[src/rtl/mem_arbiter.sv]
// Two-port round-robin arbiter and sequencer for the 64 x 32 single-port test memory.
// Each granted access takes three cycles: IDLE (grant) -> ACCESS (mem_cs high) -> ACK.
module mem_arbiter #(
    parameter int AW = 6,
    parameter int DW = 32
) (
    input  logic          clk,
    input  logic          reset,

    input  logic          a_req,
    input  logic          a_we,
    input  logic [AW-1:0] a_addr,
    input  logic [DW-1:0] a_wdata,
    output logic          a_ack,
    output logic [DW-1:0] a_rdata,

    input  logic          b_req,
    input  logic          b_we,
    input  logic [AW-1:0] b_addr,
    input  logic [DW-1:0] b_wdata,
    output logic          b_ack,
    output logic [DW-1:0] b_rdata,

    output logic          mem_cs,
    output logic          mem_rw_,
    output logic [AW-1:0] mem_adder,
    output logic [DW-1:0] mem_datain,
    input  logic [DW-1:0] mem_dataout
);

    typedef enum logic [1:0] {
        IDLE   = 2'd0,
        ACCESS = 2'd1,
        ACK    = 2'd2
    } state_t;

    state_t        state_q, state_d;
    logic          last_grant_q, last_grant_d;   // 1 = port B, also names the port being served
    logic          cs_q, cs_d;
    logic          rw_q, rw_d;
    logic [AW-1:0] addr_q, addr_d;
    logic [DW-1:0] wdata_q, wdata_d;
    logic          a_ack_q, a_ack_d;
    logic          b_ack_q, b_ack_d;
    logic [DW-1:0] a_rdata_q, a_rdata_d;
    logic [DW-1:0] b_rdata_q, b_rdata_d;
    logic          win_b;

    // B wins when alone, or on a tie when A was served last.
    always_comb begin
        win_b = b_req & (~a_req | ~last_grant_q);
    end

    always_comb begin
        state_d      = state_q;
        last_grant_d = last_grant_q;
        cs_d         = cs_q;
        rw_d         = rw_q;
        addr_d       = addr_q;
        wdata_d      = wdata_q;
        a_ack_d      = 1'b0;
        b_ack_d      = 1'b0;
        a_rdata_d    = a_rdata_q;
        b_rdata_d    = b_rdata_q;

        case (state_q)
            IDLE: begin
                if (a_req || b_req) begin
                    state_d      = ACCESS;
                    last_grant_d = win_b;
                    cs_d         = 1'b1;
                    rw_d         = win_b ? ~b_we    : ~a_we;
                    addr_d       = win_b ? b_addr   : a_addr;
                    wdata_d      = win_b ? b_wdata  : a_wdata;
                end
            end
            ACCESS: begin
                state_d = ACK;
                cs_d    = 1'b0;
                rw_d    = 1'b1;
                // mem_dataout is only driven here, and only for reads.
                if (rw_q) begin
                    if (last_grant_q) b_rdata_d = mem_dataout;
                    else              a_rdata_d = mem_dataout;
                end
                if (last_grant_q) b_ack_d = 1'b1;
                else              a_ack_d = 1'b1;
            end
            ACK: begin
                state_d = IDLE;
            end
            default: begin
                state_d = IDLE;
            end
        endcase
    end

    always_ff @(posedge clk or negedge reset) begin
        if (!reset) begin
            state_q      <= IDLE;
            last_grant_q <= 1'b1;
            cs_q         <= 1'b0;
            rw_q         <= 1'b1;
            addr_q       <= '0;
            wdata_q      <= '0;
            a_ack_q      <= 1'b0;
            b_ack_q      <= 1'b0;
            a_rdata_q    <= '0;
            b_rdata_q    <= '0;
        end else begin
            state_q      <= state_d;
            last_grant_q <= last_grant_d;
            cs_q         <= cs_d;
            rw_q         <= rw_d;
            addr_q       <= addr_d;
            wdata_q      <= wdata_d;
            a_ack_q      <= a_ack_d;
            b_ack_q      <= b_ack_d;
            a_rdata_q    <= a_rdata_d;
            b_rdata_q    <= b_rdata_d;
        end
    end

    assign mem_cs     = cs_q;
    assign mem_rw_    = rw_q;
    assign mem_adder  = addr_q;
    assign mem_datain = wdata_q;
    assign a_ack      = a_ack_q;
    assign b_ack      = b_ack_q;
    assign a_rdata    = a_rdata_q;
    assign b_rdata    = b_rdata_q;

endmodule

[config.mk]
export PLATFORM = sky130hd
export DESIGN_NAME = mem_arbiter
export DESIGN_NICKNAME = d
export VERILOG_FILES = /design/src/rtl/mem_arbiter.sv
export SDC_FILE = /design/constraint.sdc
export NUM_CORES = 1
export LEC_CHECK = 0
export BUFFER_PORTS_ARGS = -buffer_cell sky130_fd_sc_hd__buf_2
export CAP_MARGIN = 20
export CORE_MARGIN = 5
export CORE_UTILIZATION = 46
export DETAILED_ROUTE_END_ITERATION = 8
export PLACE_DENSITY_LB_ADDON = 0.15
export SYNTH_ARGS = -nofsm -noshare
export SYNTH_HDL_FRONTEND = slang
export SYNTH_SLANG_ARGS = --single-unit
[constraint.sdc]
create_clock -name clk -period 1.65 [get_ports clk]
set_input_delay 0.2475 -clock clk [delete_from_list [all_inputs] [get_ports clk]]
set_output_delay 0.2475 -clock clk [all_outputs]
set_load 0.02 [all_outputs]
==> results.py, run 1 <==
metrics = {
    "status": {
        "status": "completed",
    },
    "global_routing": {
        "grt_use_met1_pct": 22.96,
        "grt_pass1_vias": 3676,
        "grt_use_met2_pct": 31.64,
        "busiest_layer": "met2",
        "grt_util_met3_pct": 6.269,
        "grt_max_degree": 53,
        "grt_use_total_pct": 18.85,
        "overflow": 0,
        "grt_pass1_wl_um": 17420,
        "antenna_found_initial": 0,
    },
    "sta": {
        "rsz0062_at_grt": "no",
        "slew_headroom_pct": 80.50,
        "worst_pin_slew_ns": 0.2926,
        "final.setup_skew_ns": 0.009521,
        "finalMaxSlewViolations": 0,
        "max_freq_ghz": 0.6652,
        "finalHoldViolCount": 0,
        "setup_viol_count_final": 0,
        "min_period_ns": 1.503,
        "setup_tns_ns": 0,
        "min_period_over_period_pct": 91.10,
    },
    "cts": {
        "cts_tree": "yes",
        "clock_latency_ns": 0.35,
        "path_clk_slew_ns": 0.10,
        "cts-htree-levels": 3,
        "cts.sink_count": 109,
        "root_buffer": "clkbuf_8",
        "numCtsBuffers": 9,
        "cts-hold-fix-buffers": 1,
        "cts_resized": 0,
        "post_cts_buffers": 0,
        "clk_path_buf_depth": 2,
    },
    "drt": {
        "dr.pass1.iters": 4,
        "vias_per_cell": 5.012,
        "detail-route-antenna-nets": 0,
        "drt_iter0_markers": 109,
        "routed_wl_um": 11200,
        "dr_total_vias": 3644,
        "wl_per_cell_um": 15.40,
        "drc": 0,
    },
    "worst_setup_path": {
        "path_class": "reg2reg",
        "start_kind": "flip-flop",
        "arrival_ns": 1.74,
        "cp-end-kind": "flip-flop",
        "worst_path_max_delay_cell": "dfstp_2",
        "path_max_fanout": 32,
        "cp_cell_sequence": "nor3b_4 > buf_12 > mux2_2",
        "max_stage_delay_ns": 0.57,
        "required_ns": 1.89,
    },
    "cells_and_area": {
        "design_area_um2": 5959,
        "nFillCells": 843,
        "final_cell_mix": "buf_2 (218), dfrtp_1 (107), nand2_1 (78), mux2_2 (63)",
        "post-route-util_pct": 61.82,
        "drive_gt1_share_pct": 54.04,
        "layout_commonest_cell": "buf_2",
        "area_growth_pct": 33.49,
        "n_antenna_cell": 0,
        "nNetsFinal": 704,
    },
    "synthesis": {
        "yosys_warnings": 0,
        "synth_fp_nets": 486,
        "netlist.area_leader.share_pct": 59.98,
        "yosysTopAreaCell": "dfrtp_1",
        "yosys.cell_types.count": 23,
        "synth_seq_cells": 109,
        "yosys-top-cells-area": "dfrtp_1 (60%), mux2_2 (16%), nand2_1 (6.6%)",
        "ys_seq_area_share_pct": 61.15,
        "syn_avg_cell_area_um2": 12.00,
        "syn-cell-area_um2": 4464,
        "syn_inst": 372,
    },
    "die": {
        "die-area_um2": 11780,
        "start_util_pct": 46.31,
        "rows": 36,
        "core_area_um2": 9639,
        "die_w_um": 108.5,
        "die_y_um": 108.5,
        "ioPinCount": 220,
    },
    "power": {
        "total_power_mw": 12.54,
        "power_per_cell_area_nw_per_um2": 2104,
        "p_leak_nw": 2.914,
        "peakVddDrop_mv": 0.9547,
    },
    "placed_design": {
        "portBuffers": 219,
        "gp_congestion": 0.7710,
        "place_area_um2": 5752,
        "hpwl_um": 8394,
    },
    "job": {
        "drv_cap": 0,
    },
    "worst_hold_path": {
        "min_path_type": "in2reg",
    },
}
-- report_power, final --
part           switching (mW)  internal, mW  leakage (nW)
logic                    3.65          2.52          1.55
clock network           0.879         0.742        0.0987
registers               0.693          4.06          1.26
total                    5.22          7.32          2.91
-- registers in the layout, summed over array words and instances, names as in the netlist --
| register | flops |
|---|---|
| last_grant_q | 1 |
| b_ack | 1 |
| a_rdata | 32 |
| mem_rw_ | 1 |
| state_q | 2 |
| mem_adder | 6 |
| b_rdata | 32 |
| mem_datain | 32 |
| mem_cs | 1 |
| a_ack | 1 |
-- final cells by class --
class,count,area [um2],area share [%]
clock buffer,10,137.6,2.309
inverter,1,3.754,0.06299
timing repair buffer,236,1291,21.67
clock inverter,5,60.06,1.008
tap,133,166.4,2.792
sequential,109,2730,45.81
multi-input combinational,233,1570,26.35
-- worst paths after layout --
check | startpoint | endpoint | slack (ns) | cells past startpoint
max | mem_rw_$_DFFE_PN1P_ | a_rdata[3]$_DFFE_PN0P_ | 0.15 | 3
min | a_req | last_grant_q$_DFFE_PN1P_ | 0.09 | 2
max reg2reg | mem_rw_$_DFFE_PN1P_ | a_rdata[3]$_DFFE_PN0P_ | 0.15 | 3
min reg2reg | mem_cs$_DFFE_PN0P_ | mem_cs$_DFFE_PN0P_ | 0.48 | 1
max in group asynchronous | reset | last_grant_q$_DFFE_PN1P_ | 0.82 | 3
min in group asynchronous | reset | b_rdata[5]$_DFFE_PN0P_ | 0.27 | 2
-- metrics by stage --
step                setup slack, ns  hold slack [ns]  instances
floorplan                    0.1268         -0.04809        372
global placement             0.1796           0.1045        711
detailed placement           0.1451           0.1089        711
CTS                          0.1303          0.07100        727
global route                0.04279          0.09621        727
finish                       0.1468          0.09339        727
-- layer usage --
metal,up-vias,part of all wire (%)
li1,1739,-
met2,144,49
met4,0,1.7
met1,1747,40
met5,-,0
met3,14,8.9
-- cell families after synthesis --
| kind of cell | share of synthesized area (%) |
|---|---|
| DFF | 61.15 |
| and+or+nand+nor | 8.100 |
| AOI/OAI and AO/OA | 10.87 |
| muxes | 16.14 |
| buffers and inverters | 3.728 |
-- cells in the mapped netlist --
master and number:
dfrtp_1 107, a21boi_0 1, dfstp_2 2, inv_1 1, nor3b_4 1, a21bo_2 1
nand2_1 78, buf_2 10, a21boi_2 1, nand2b_4 1, mux2_1 1, a21oi_1 39
clkbuf_1 11, a31oi_1 39, and2_1 2, a311o_1 1, buf_6 3, buf_4 5
mux2_2 63, nand3_2 1, or2_0 1, a21o_1 1, nor2_1 2
-- critical path: cells and delay by family, from the launching register on --
kind,cells,cell delay (ns)
AND/OR/NAND/NOR,1,0.21
flip-flops,1,0.57
buffers and inverters,1,0.23
multiplexers,1,0.35
Note: power is estimated with default switching activity, not from simulation.
==> run 2: changes to the inputs <==
- CELL_PAD_IN_SITES_DETAIL_PLACEMENT: not set -> 0
- CELL_PAD_IN_SITES_GLOBAL_PLACEMENT: not set -> 2
- CORE_UTILIZATION: 46 -> 27
==> results.py, run 2 (same netlist as run 1, synthesis figures left out) <==
metrics = {
    "status": {
        "status": "completed",
    },
    "die": {
        "die_w_um": 138.6,
        "rows": 47,
        "die_y_um": 138.6,
        "start_util_pct": 27.21,
        "core_area_um2": 16410,
        "ioPinCount": 220,
        "die-area_um2": 19210,
    },
    "worst_setup_path": {
        "reg2reg_from": "state_q[1]$_DFFE_PN0P_",
        "start_kind": "flip-flop",
        "ff2ff_path_depth": 4,
        "path_max_fanout": 12,
        "rrSetupSlack_ns": 0.09,
        "arrival_ns": 1.80,
        "path_class": "reg2reg",
        "cp-end-kind": "flip-flop",
        "required_ns": 1.88,
        "r2r_end": "a_rdata[3]$_DFFE_PN0P_",
    },
    "placed_design": {
        "portBuffers": 219,
        "gp_congestion": 0.7432,
        "hpwl_um": 10070,
    },
    "sta": {
        "finalMaxSlewViolations": 0,
        "max_freq_ghz": 0.6398,
        "rsz0062_at_grt": "no",
        "min_period_ns": 1.563,
        "finalHoldViolCount": 0,
        "setup_viol_count_final": 0,
        "setup_tns_ns": 0,
        "slew_headroom_pct": 68.98,
        "min_period_over_period_pct": 94.73,
        "worst_pin_slew_ns": 0.4653,
        "final.setup_skew_ns": 0.007951,
    },
    "drt": {
        "dr_wl_met2_um": 5906,
        "dr_wl_met3_um": 1234,
        "dr.pass1.iters": 4,
        "drt_iter0_markers": 187,
        "dr_total_vias": 3699,
        "detail-route-antenna-nets": 0,
        "drc": 0,
        "routed_wl_um": 13550,
        "drt-met1-wl_um": 6170,
        "wl_per_cell_um": 16.55,
        "top_layer": "met4",
        "vias_per_cell": 4.516,
    },
    "worst_hold_path": {
        "hold_depth": 2,
        "whs_endpoint": "last_grant_q$_DFFE_PN1P_",
        "min_path_type": "in2reg",
        "min-delay-start": "a_req",
    },
    "cts": {
        "path_clk_slew_ns": 0.07,
        "cts.sink_count": 109,
        "clk_path_buf_depth": 2,
        "cts-htree-levels": 3,
        "root_buffer": "clkbuf_16",
        "clock_latency_ns": 0.35,
        "cts_tree": "yes",
        "post_cts_buffers": 0,
        "numCtsBuffers": 9,
    },
    "cells_and_area": {
        "seqCellArea_um2": 2730,
        "nFillCells": 1667,
        "multi_input_area_um2": 1583,
        "area_growth_pct": 39.35,
        "drive_gt1_share_pct": 54.27,
        "nNetsFinal": 707,
        "post-route-util_pct": 37.92,
        "layout_commonest_cell": "buf_2",
        "final_cell_mix": "buf_2 (218), dfrtp_1 (107), nand2_1 (78), mux2_2 (63)",
    },
    "global_routing": {
        "grt_pass1_wl_um": 21930,
        "antenna_found_initial": 1,
        "grt_max_degree": 51,
        "grt_pass1_vias": 4074,
        "overflow": 0,
        "grt_use_total_pct": 14.16,
    },
    "power": {
        "p_leak_nw": 2.985,
        "power_per_cell_area_nw_per_um2": 2147,
        "peakVddDrop_mv": 0.6409,
    },
    "job": {
        "drv_cap": 0,
    },
}
## run 2: cell count changes in the layout (fill, tap and decap cells not counted), sizes merged
cell / previous run / this run
clkinv: 2 / 1
diode: 0 / 2
clkinvlp: 1 / 2
buf: 235 / 238
## run 2: area by class of cell
class | count | area share [%]
flip-flops and latches | 109 | 43.89
multi-input cells | 233 | 25.44
repair buffers | 239 | 21.32
well taps | 220 | 4.425
clock buffers | 10 | 3.842
clock inverters | 5 | 0.9453
diodes | 2 | 0.08045
inverters | 1 | 0.06034
## run 2: worst max path at each step
| stage | start | depth (start not counted) | to | slack, ns |
|---|---|---|---|---|
| floorplan | mem_rw_$_DFFE_PN1P_ | 3 | a_rdata[10]$_DFFE_PN0P_ | 0.13 |
| global placement | state_q[1]$_DFFE_PN0P_ | 4 | a_rdata[8]$_DFFE_PN0P_ | 0.12 |
| detailed placement | state_q[1]$_DFFE_PN0P_ | 4 | a_rdata[4]$_DFFE_PN0P_ | 0.06 |
| CTS | state_q[1]$_DFFE_PN0P_ | 4 | a_rdata[10]$_DFFE_PN0P_ | 0.05 |
| global route | state_q[1]$_DFFE_PN0P_ | 4 | a_rdata[29]$_DFFE_PN0P_ | 0.001 |
| finish | state_q[1]$_DFFE_PN0P_ | 4 | a_rdata[3]$_DFFE_PN0P_ | 0.09 |
## run 2: routing by layer
metal	GRT usage (%)	up-vias
li1	-	1748
met1	18.76	1786
met2	21.15	149
met3	5.862	16
met4	4.524	0
met5	0	-
## run 2: timing repair
item                      4_1_cts  5_1_grt
hold endpoints to repair       20        0
resized for setup               0        0
hold buffers                    1        0
## run 2: metrics by stage
step / setup slack, ns / instance area [um2] / total power [mW] / hold WS [ns] / instances
detailed placement: 0.06448 / 5908 / 11.34 / 0.1787 / 801
CTS: 0.04986 / 6216 / 13.58 / 0.1028 / 817
finish: 0.08693 / 6221 / 13.35 / 0.1182 / 819
global route: 0.001313 / 6218 / 14.24 / 0.1180 / 818
floorplan: 0.1268 / 4464 / 8.829 / -0.04809 / 372
global placement: 0.1167 / 5908 / 11.24 / 0.1786 / 801
## run 2: worst max-delay path, stage by stage (launching register included)
cell      delay [ns]
dfrtp_1         0.41
nand2b_4        0.17
nor3b_4         0.25
buf_4           0.26
mux2_2          0.35
## run 2: where the power goes
group / total [mW] / leakage, nW / switching (mW) / internal, mW
clock network: 2.20 / 0.141 / 0.989 / 1.21
logic: 6.38 / 1.58 / 3.81 / 2.57
registers: 4.77 / 1.26 / 0.708 / 4.07
